## src/rtl/serial_subtractor_pkg.sv

```systemverilog
// Definitions shared by the bit-serial arithmetic blocks: FSM state encoding
// and the signed-overflow rule applied to the operand and result sign bits.
package serial_subtractor_pkg;

  typedef enum logic {
    ST_IDLE  = 1'b0,
    ST_SHIFT = 1'b1
  } serial_state_e;

  localparam int unsigned DEF_WIDTH = 8;

  // Subtraction overflows only when the operand signs differ and the result
  // sign disagrees with the minuend sign.
  function automatic logic sub_signed_ovf(input logic a_msb,
                                          input logic b_msb,
                                          input logic d_msb);
    return (a_msb ^ b_msb) & (d_msb ^ a_msb);
  endfunction

endpackage

```

## src/rtl/serial_subtractor_full_subtractor.sv

```systemverilog
// One-bit full subtractor cell: d = a - b - bin, with borrow out.
module full_subtractor
  import serial_subtractor_pkg::*;
(
  input  logic a,
  input  logic b,
  input  logic bin,
  output logic d,
  output logic bout
);

  logic diff_ab_s;

  assign diff_ab_s = a ^ b;
  assign d         = diff_ab_s ^ bin;
  assign bout      = (~a & b) | (~diff_ab_s & bin);

endmodule

```

## src/rtl/serial_subtractor.sv

```systemverilog
// Bit-serial subtractor: diff = a - b computed LSB first, one bit per clock,
// using a single full-subtractor cell and a borrow flip-flop.
module serial_subtractor
  import serial_subtractor_pkg::*;
#(
  parameter int WIDTH = 8
) (
  input  logic             clk,
  input  logic             rst_n,
  input  logic             start,
  input  logic [WIDTH-1:0] a,
  input  logic [WIDTH-1:0] b,
  output logic             busy,
  output logic             done,
  output logic [WIDTH-1:0] diff,
  output logic             borrow,
  output logic             ovf
);

  localparam int CW = (WIDTH > 1) ? $clog2(WIDTH) : 1;
  localparam logic [CW-1:0] CNT_LAST = CW'(WIDTH - 1);

  serial_state_e    state_r;
  serial_state_e    state_nxt_s;
  logic [CW-1:0]    cnt_r;
  logic [WIDTH-1:0] a_sh_r;
  logic [WIDTH-1:0] b_sh_r;
  logic [WIDTH-1:0] res_sh_r;
  logic [WIDTH-1:0] diff_r;
  logic             borrow_ff_r;
  logic             a_msb_r;
  logic             b_msb_r;
  logic             busy_r;
  logic             done_r;
  logic             borrow_r;
  logic             ovf_r;
  logic             d_s;
  logic             bout_s;
  logic             accept_s;
  logic             last_s;

  full_subtractor u_fs (
    .a    (a_sh_r[0]),
    .b    (b_sh_r[0]),
    .bin  (borrow_ff_r),
    .d    (d_s),
    .bout (bout_s)
  );

  // Next-state decode: accept a request in IDLE, leave SHIFT on the last bit.
  always_comb begin
    state_nxt_s = state_r;
    accept_s    = 1'b0;
    last_s      = 1'b0;
    case (state_r)
      ST_IDLE: begin
        if (start) begin
          accept_s    = 1'b1;
          state_nxt_s = ST_SHIFT;
        end else begin
          state_nxt_s = ST_IDLE;
        end
      end
      ST_SHIFT: begin
        if (cnt_r == CNT_LAST) begin
          last_s      = 1'b1;
          state_nxt_s = ST_IDLE;
        end else begin
          state_nxt_s = ST_SHIFT;
        end
      end
      default: begin
        state_nxt_s = ST_IDLE;
      end
    endcase
  end

  // FSM state register.
  always_ff @(posedge clk) begin
    if (!rst_n) begin
      state_r <= ST_IDLE;
    end else begin
      state_r <= state_nxt_s;
    end
  end

  // Operand/result shift registers, bit counter and registered outputs.
  always_ff @(posedge clk) begin
    if (!rst_n) begin
      cnt_r       <= '0;
      a_sh_r      <= '0;
      b_sh_r      <= '0;
      res_sh_r    <= '0;
      diff_r      <= '0;
      borrow_ff_r <= 1'b0;
      a_msb_r     <= 1'b0;
      b_msb_r     <= 1'b0;
      busy_r      <= 1'b0;
      done_r      <= 1'b0;
      borrow_r    <= 1'b0;
      ovf_r       <= 1'b0;
    end else begin
      done_r <= last_s;
      if (accept_s) begin
        a_sh_r      <= a;
        b_sh_r      <= b;
        a_msb_r     <= a[WIDTH-1];
        b_msb_r     <= b[WIDTH-1];
        borrow_ff_r <= 1'b0;
        cnt_r       <= '0;
        busy_r      <= 1'b1;
      end else if (state_r == ST_SHIFT) begin
        a_sh_r      <= {1'b0, a_sh_r[WIDTH-1:1]};
        b_sh_r      <= {1'b0, b_sh_r[WIDTH-1:1]};
        res_sh_r    <= {d_s, res_sh_r[WIDTH-1:1]};
        borrow_ff_r <= bout_s;
        if (last_s) begin
          // Publish only the completed result; partial bits stay internal.
          diff_r   <= {d_s, res_sh_r[WIDTH-1:1]};
          borrow_r <= bout_s;
          ovf_r    <= sub_signed_ovf(a_msb_r, b_msb_r, d_s);
          busy_r   <= 1'b0;
        end else begin
          cnt_r <= cnt_r + CW'(1);
        end
      end
    end
  end

  assign busy   = busy_r;
  assign done   = done_r;
  assign diff   = diff_r;
  assign borrow = borrow_r;
  assign ovf    = ovf_r;

endmodule

```

## config.mk

```make
export PLATFORM = sky130hd
export DESIGN_NAME = serial_subtractor
export DESIGN_NICKNAME = d
export VERILOG_FILES = /design/src/rtl/serial_subtractor_pkg.sv /design/src/rtl/serial_subtractor_full_subtractor.sv /design/src/rtl/serial_subtractor.sv
export SDC_FILE = /design/constraint.sdc
export NUM_CORES = 1
export LEC_CHECK = 0
export ABC_AREA = 1
export CORE_ASPECT_RATIO = 1.75
export CORE_MARGIN = 10
export CORE_UTILIZATION = 45
export DETAILED_ROUTE_END_ITERATION = 10
export PLACE_DENSITY = 0.73
export SETUP_SLACK_MARGIN = 0.15
export SLEW_MARGIN = 20
export SYNTH_ARGS = -nofsm -noshare
export SYNTH_HDL_FRONTEND = slang
export SYNTH_SLANG_ARGS = --single-unit
```

## constraint.sdc

```tcl
create_clock -name clk -period 1.2 [get_ports clk]
set_input_delay 0.36 -clock clk [delete_from_list [all_inputs] [get_ports clk]]
set_output_delay 0.36 -clock clk [all_outputs]
set_load 0.005 [all_outputs]
```

Word-level counts from Yosys, hierarchy flattened:

Index checks and enable logic that the tools add are counted.

* register bits: 43
* input port bits: 19
* output and inout port bits: 12
* logic and storage cells: 49

* add/sub/neg operators: 1
* eq/ne operators: 1
* mux-type cells: 13
* bitwise operators: 14
* reduce and logical (&&, ||, !) cells: 7

Operators with widths (number)
* two-way mux 8 bit: 4
* two-way mux 1 bit: 8
* inverter 1 bit: 6
* AND reduction 2 bit: 3
* nonzero test 2 bit: 2
* bitwise XOR 1 bit: 4
* adder 3 x 1 -> 3 bit (second input constant): 1
* AND 1 bit: 3
* equality test 3 bit (second input constant): 1
* AND reduction 3 bit: 1
* one-hot mux 1 bit (2 select lines): 1
* OR reduction 2 bit: 1
* OR 1 bit: 1

Depth between registers and ports, before layout:

Gate-level depths: netlist (run 1).

* word-level depth: 6
* gate-level depth with buffers: 8
* depth with buffers taken out: 7

By module:

Synthesis (run 1) repeated with hierarchy kept, for this count alone.

* cells, all modules: 232
* area, all modules: 1750.4 µm²

Modules (own cells, without submodules)
* serial_subtractor: times used 1, cells an instance 228, area an instance 1719.1 µm², seq. area each 840.8 µm²
* full_subtractor: times used 1, cells an instance 4, area an instance 31.3 µm², seq. area each 0.0 µm²

Worst setup path after synthesis (run 1):

OpenSTA, ideal clock, no wires.

* path type: reg-to-reg
* from: register cnt_r[0]
* to: register borrow_r (netlist: borrow)
* setup time: 0.067 ns
* data arrival time: 1.181 ns
* required time: 1.133 ns
* slack: -0.048 ns
* stages on the path, launching flop included: 9
* buffers on the path: 1
* period minus slack after synthesis: 1.248 ns
* cells stage by stage: dfxtp_1 > ha_1 > ha_1 > nand2_2 > inv_2 > nor2_1 > buf_4 > nand2_1 > o21ai_2

* cells in the longest elaborated chain, start to end: 4

Ends and longest elaborated chain
* start, declared: line serial_subtractor.sv:25 `logic [CW-1:0] cnt_r;`
* start signal, assigned: line serial_subtractor.sv:124 `cnt_r <= cnt_r + CW'(1);`
* equality test 3 bit: line serial_subtractor.sv:65 `if (cnt_r == CNT_LAST) begin`
* two-way mux 1 bit: line serial_subtractor.sv:65
* two-way mux 1 bit: line serial_subtractor.sv:55 `case (state_r)`
* AND reduction 3 bit (no source line)
* end signal, assigned: line serial_subtractor.sv:120 `borrow_r <= bout_s;`
* end, declared: line serial_subtractor.sv:35 `logic borrow_r;`

No other way between the ends.
A chain may end at the register's enable or synchronous reset.

Final worst setup path (run 1):

* from: register b_sh_r[0]
* to: register ovf_r (netlist: ovf)

* cells in the longest elaborated chain, start to end: 4

Ends and longest elaborated chain
* start, declared: line serial_subtractor.sv:27 `logic [WIDTH-1:0] b_sh_r;`
* start signal, assigned: line serial_subtractor.sv:114 `b_sh_r <= {1'b0, b_sh_r[WIDTH-1:1]};`
* bitwise XOR 1 bit: line serial_subtractor_full_subtractor.sv:14 `assign diff_ab_s = a ^ b;`
* bitwise XOR 1 bit: line serial_subtractor_full_subtractor.sv:15 `assign d = diff_ab_s ^ bin;`
* via d_s: line serial_subtractor.sv:37 `logic d_s;`
* bitwise XOR 1 bit: line serial_subtractor_pkg.sv:17 `return (a_msb ^ b_msb) & (d_msb ^ a_msb);`
* AND 1 bit: line serial_subtractor_pkg.sv:17
* end signal, assigned: line serial_subtractor.sv:121 `ovf_r <= sub_signed_ovf(a_msb_r, b_msb_r, d_s);`
* end, declared: line serial_subtractor.sv:36 `logic ovf_r;`

The timed path passes the listed nets, and every way through them passes these cells.

==> reports/metrics.yaml, run 1 <==
outcome:
  status: "finished, violations left"
  violations: "setup timing"
finish:
  drive_gt1_frac: 0.4720
  insertedDiodeCount: 0
  fillers: 271
  nNetsFinal: 308
  area_delta_synth_final_pct: 57.41
  seq_area_um2: 862.1
  fin_util: 0.7434
  multi_input_area_um2: 964.7
critical_path:
  cp_cell_sequence: "inv_1 -> fa_2 -> nand2_1 -> nand2_1 -> nand3_2 -> nand2_1"
  crit_type: "reg -> reg"
  cpPeakStageDelay_ps: 560
  crit_slowest_cell: "fa_2"
  path_common_cell: "nand2_1"
  cp_max_fo: 3
  required_ps: 1450
  start_kind: "flop"
  end_kind: "flop"
  worstPathArrival_ps: 1530
detailed_routing:
  dr.pass1.iters: 4
  ant_nets: 0
  routed_wl_um: 4734
  wl_per_cell_um: 14.26
  drt_iter0_markers: 64
  via_per_inst: 4.976
  drc: 0
  vias: 1652
synth:
  syn-num-nets: 252
  synth_cell_types: 20
  yosysSeqAreaShare: 0.4810
  syn_avg_cell_area_um2: 7.600
  ys_warn_count: 0
  netlist_instances: 230
  ys_seq_elements: 42
  synth_area_mm2: 0.001748
clocking:
  clk_latency_ps: 300
  cts_tree: "built"
  clk_pin_slew_ps: 80
  htree_levels: 2
  numCtsBuffers: 5
  root_buffer: "clkbuf_8"
  cts_sinks: 42
  cts_buffer_depth: 2
  postCtsHoldBufs: 0
sta:
  post-route-worst-setup-slack_ps: -78.13
  fin_skew_ps: 2.298
  tightest_slew_ps: 224.6
  max_freq_ghz: 0.7824
  drv_slew: 0
  max-slew-margin-rel: 0.8501
  period_share: 1.065
  tns_ps: -355.6
  rsz0062_at_grt: "yes"
  setup_viol: 13
  hold_viol: 0
  min_period_ps: 1278
die:
  rows: 29
  ios: 31
  die_w_um: 67.11
  core_area_mm2: 0.003701
  initial_utilization: 0.4723
  die_h_um: 102.4
  dieArea_mm2: 0.006875
power_and_ir_drop:
  power_density_mw_per_mm2: 1141
  ir_worst_vdd_uv: 1011
  leakage_nw: 1.399
job:
  maxCapViolCount: 0
grt:
  grt_pass1_vias: 1630
  grt_pass1_wl_um: 7272
  grtUsageTotal: 0.1346
  gr-total-overflow: 0
  antenna_found_initial: 0
  grt_start_max_net_pins: 18
worst_hold_path:
  hp-class: "reg -> reg"
placed_design:
  gp_congestion: 0.7778
  pre_cts_slack_ps: -315.6
  port_buffers: 30
  dp_hpwl_um: 2970
-- sequential cells by signal, summed over array words and instances (netlist names) --
| name | count |
|---|---|
| b_sh_r | 8 |
| borrow | 1 |
| cnt_r | 3 |
| res_sh_r | 7 |
| state_r | 1 |
| a_sh_r | 8 |
| busy | 1 |
| a_msb_r | 1 |
| borrow_ff_r | 1 |
| done | 1 |
| b_msb_r | 1 |
| diff | 8 |
| ovf | 1 |
-- layer usage --
metal / global-route usage / wire length [um]
met2: 0.2427 / 2609
met4: 0.06190 / 102
met3: 0.04600 / 265
met5: 0 / 0
met1: 0.1325 / 1756
-- cell usage in the layout (no fill, tap or decap) --
master,n
buf_6,16
nor2_1,3
or2_0,1
o21ai_1,7
dfxtp_2,14
a21oi_1,9
nand2_4,15
nand3_2,15
bufinv_16,1
buf_12,3
buf_4,19
clkinv_8,1
clkdlybuf4s50_1,16
inv_4,3
nand3_1,16
o21ai_2,8
a21oi_2,4
buf_16,1
inv_1,23
clkbuf_8,6
o21ai_0,2
nand2_2,13
nand2_1,44
dlygate4sd2_1,3
dfxtp_1,27
buf_2,2
inv_2,7
fa_2,1
dfxtp_4,1
ha_4,2
nor2_4,3
-- final timing paths --
path               start  cells after the start  slack, ps  endpoint
max reg2reg    b_sh_r[0]                      6        -80       ovf
min reg2reg  res_sh_r[1]                      2        450   diff[0]
max            b_sh_r[0]                      6        -80       ovf
min          res_sh_r[1]                      2        450   diff[0]
-- cell type report --
cell class | instances | area share
Multi-Input combinational cell | 143 | 0.3506
Sequential cell | 42 | 0.3133
Timing Repair Buffer | 60 | 0.2206
Inverter | 34 | 0.05366
Clock buffer | 6 | 0.03001
Tap cell | 46 | 0.02092
Clock inverter | 1 | 0.01091
-- cell families after synthesis --
| family | synth area share |
|---|---|
| AOI/OAI and AO/OA | 0.1031 |
| adders and majority gates | 0.02577 |
| buffers and inverters | 0.1174 |
| DFF | 0.4810 |
| and+or+nand+nor | 0.2727 |
-- where the power goes --
| group | internal [mW] | total [mW] | switching (mW) |
|---|---|---|---|
| sequential | 1.46 | 1.51 | 0.0509 |
| combinational | 0.238 | 0.489 | 0.251 |
| clock | 0.665 | 1.14 | 0.478 |
-- synth_stat cells --
cell | count | area share
inv_1 | 27 | 0.058
o21ai_2 | 8 | 0.040
inv_2 | 7 | 0.015
fa_1 | 1 | 0.011
nand2_2 | 3 | 0.011
a21oi_1 | 13 | 0.037
nand3_1 | 31 | 0.089
ha_1 | 2 | 0.014
nor2_1 | 4 | 0.0086
dfxtp_1 | 42 | 0.48
nor2_4 | 2 | 0.013
nand2_1 | 69 | 0.15
clkbuf_2 | 1 | 0.0029
or2_0 | 1 | 0.0036
o21ai_0 | 5 | 0.014
buf_1 | 1 | 0.0021
o21ai_1 | 4 | 0.011
buf_2 | 4 | 0.011
buf_6 | 3 | 0.019
buf_4 | 2 | 0.0086
-- timing repair --
action                     in CTS  in global routing
pin swaps                       5                  8
buffers inserted                3                  5
gates resized for setup        74                 71
setup endpoints to repair      51                 49
cloned                          1                  0
-- per-stage QoR --
step                      hold slack [ps]  total power [mW]  area [um2]  std cells
after floorplan                     420.7             1.736        1802        230
after global placement              435.7             1.878        2257        316
after detailed placement            440.4             1.886        2257        316
after CTS                           448.1             3.060        2449        327
after global routing                480.8             3.258        2751        332
final                               445.9             3.139        2751        332
-- worst max-delay path: cells and delay by family, from the launching register on --
family / cells / cell delay, ps
AND/OR/NAND/NOR: 4 / 250
flip-flops: 1 / 360
adder cells (fa/ha/maj): 1 / 560
buffers and inverters: 1 / 60
Power figures use the tool's default switching activity.
==> run 2: changes to the inputs <==
CAP_MARGIN = 15   (was not set)
==> results of run 2 <==
The final DEF is identical to that of run 1; final timing and power are the same.
==> run 3: changes to the inputs <==
CORE_MARGIN = not set   (was 10)
SKIP_CTS_REPAIR_TIMING = 1   (was not set)
==> reports/metrics.yaml, run 3 (synthesis results as in run 1) <==
outcome:
  status: "finished, violations left"  # unchanged
  violations: "setup timing"  # unchanged
sta:
  post-route-worst-setup-slack_ps: -100.8  # was -78.13 ps
  drv_slew: 0  # unchanged
  min_period_ps: 1301  # was 1278 ps
  tns_ps: -1036  # was -355.6 ps
  rsz0062_at_grt: "yes"  # unchanged
  max_freq_ghz: 0.7687  # was 0.7824 GHz
  period_share: 1.084  # was 1.065
  setup_viol: 13  # unchanged
  fin_skew_ps: 5.013  # was 2.298 ps
  tightest_slew_ps: 224.8  # was 224.6 ps
  max-slew-margin-rel: 0.8499  # was 0.8501
  hold_viol: 0  # unchanged
grt:
  antenna_found_initial: 0  # unchanged
  grt_start_max_net_pins: 18  # unchanged
  gr-total-overflow: 0  # unchanged
  grt_pass1_vias: 1533  # was 1630
  grt_pass1_wl_um: 6382  # was 7272 um
  grtUsageTotal: 0.1986  # was 0.1346
die:
  dieArea_mm2: 0.004147  # was 0.006875 mm2
  rows: 29  # unchanged
  ios: 31  # unchanged
  die_h_um: 84.45  # was 102.4 um
  initial_utilization: 0.4770  # was 0.4723
  core_area_mm2: 0.003665  # was 0.003701 mm2
  die_w_um: 49.11  # was 67.11 um
clocking:
  cts_buffer_depth: 2  # unchanged
  cts_sinks: 42  # unchanged
  clk_pin_slew_ps: 80  # about the same
  clk_latency_ps: 290  # was 300 ps
  numCtsBuffers: 5  # unchanged
  htree_levels: 2  # unchanged
  root_buffer: "clkbuf_8"  # unchanged
  cts_tree: "built"  # unchanged
critical_path:
  crit_type: "reg -> reg"  # unchanged
  end_kind: "flop"  # unchanged
  r2r_cells: 8  # was 6
  required_ps: 1430  # was 1450 ps
  start_kind: "flop"  # unchanged
  worstPathArrival_ps: 1530  # about the same
  cp_max_fo: 5  # was 3
finish:
  fin_cells: 330  # was 332
  mostFrequentLayoutCells: "nand2_1 (50), dfxtp_1 (26), inv_1 (24)"  # was nand2_1 (44), dfxtp_1 (27), inv_1 (23)
  area_delta_synth_final_pct: 44.95  # was 57.41%
  mostFrequentLayoutCell: "nand2_1"  # unchanged
  drive_gt1_frac: 0.4190  # was 0.4720
  finalInstanceArea_mm2: 0.002534  # was 0.002751 mm2
  nNetsFinal: 305  # was 308
  fin_util: 0.6914  # was 0.7434
  insertedDiodeCount: 0  # unchanged
  fillers: 303  # was 271
detailed_routing:
  wl_per_cell_um: 12.25  # was 14.26 um
  dr.pass1.iters: 4  # unchanged
  drc: 0  # unchanged
  routed_wl_um: 4041  # was 4734 um
  vias: 1602  # was 1652
  via_per_inst: 4.855  # was 4.976
  drt_iter0_markers: 33  # was 64
  ant_nets: 0  # unchanged
power_and_ir_drop:
  leakage_nw: 1.283  # was 1.399 nW
  power_density_mw_per_mm2: 1128  # was 1141 mW/mm2
  ir_worst_vdd_uv: 953.0  # was 1011 uV
worst_hold_path:
  hp-class: "in -> reg"  # was reg -> reg
  hold_depth: 3  # was 2
placed_design:
  place_inst: 318  # was 316
  postPlaceCellArea_mm2: 0.002260  # was 0.002257 mm2
  port_buffers: 30  # unchanged
  dp_hpwl_um: 2645  # was 2970 um
  gp_congestion: 0.7536  # was 0.7778
job:
  maxCapViolCount: 0  # unchanged
-- run 3: changes by cell type in the layout (fill, tap and decap cells not counted), sizes merged --
cell / before / now
clkbuf: 6 / 20
bufinv: 1 / 0
dlymetal6s2s: 0 / 2
dlygate4sd2: 3 / 0
buf: 41 / 26
inv: 33 / 34
-- run 3: path summary, 6_finish.rpt --
check	start	to	slack [ps]
worst max-delay path	cnt_r[1]	diff[3]	-100
worst min-delay path	rst_n	res_sh_r[7]	440
worst max register to register	cnt_r[1]	diff[3]	-100
worst min register to register	ovf	ovf	450
-- run 3: final cells by class --
type                            instances  area [um2]  share of cell area
Clock buffer                            7       86.33             0.03407
Clock inverter                          1       5.005            0.001975
Inverter                               34       135.1             0.05333
Multi-Input combinational cell        143       885.9              0.3496
Sequential cell                        42       863.3              0.3407
Tap cell                               46       57.56             0.02272
Timing Repair Buffer                   57       500.5              0.1975
-- run 3: per-stage QoR --
| stage | setup slack, ps | hold slack, ps | power, mW |
|---|---|---|---|
| 2_1_floorplan | 27.63 | 420.7 | 1.736 |
| 3_3_place_gp | -287.0 | 438.1 | 1.872 |
| 3_5_place_dp | -311.3 | 442.3 | 1.879 |
| 4_1_cts | -336.6 | 455.0 | 2.802 |
| 5_1_grt | -177.0 | 458.1 | 2.993 |
| 6_report | -100.8 | 444.6 | 2.857 |
-- run 3: per-layer routing --
metal	GRT usage	wire length, um	share of wire
met1	0.2235	1568	0.39
met2	0.3425	2200	0.54
met3	0.04710	174	0.043
met4	0.09626	97	0.024
met5	0	0	0
-- run 3: critical path: stages (launching register included) --
cell and delay (ps):
dfxtp_2 340, ha_4 160, ha_4 170, nand2_4 80, inv_2 40, nor2_4 160
clkbuf_16 190, nand2_4 50, o21ai_2 40
-- run 3: where the power goes --
part	switching, mW	leakage [nW]	total [mW]	internal (mW)
Sequential	0.0402	0.351	1.50	1.46
Combinational	0.220	0.884	0.427	0.207
Clock	0.470	0.0482	0.934	0.464
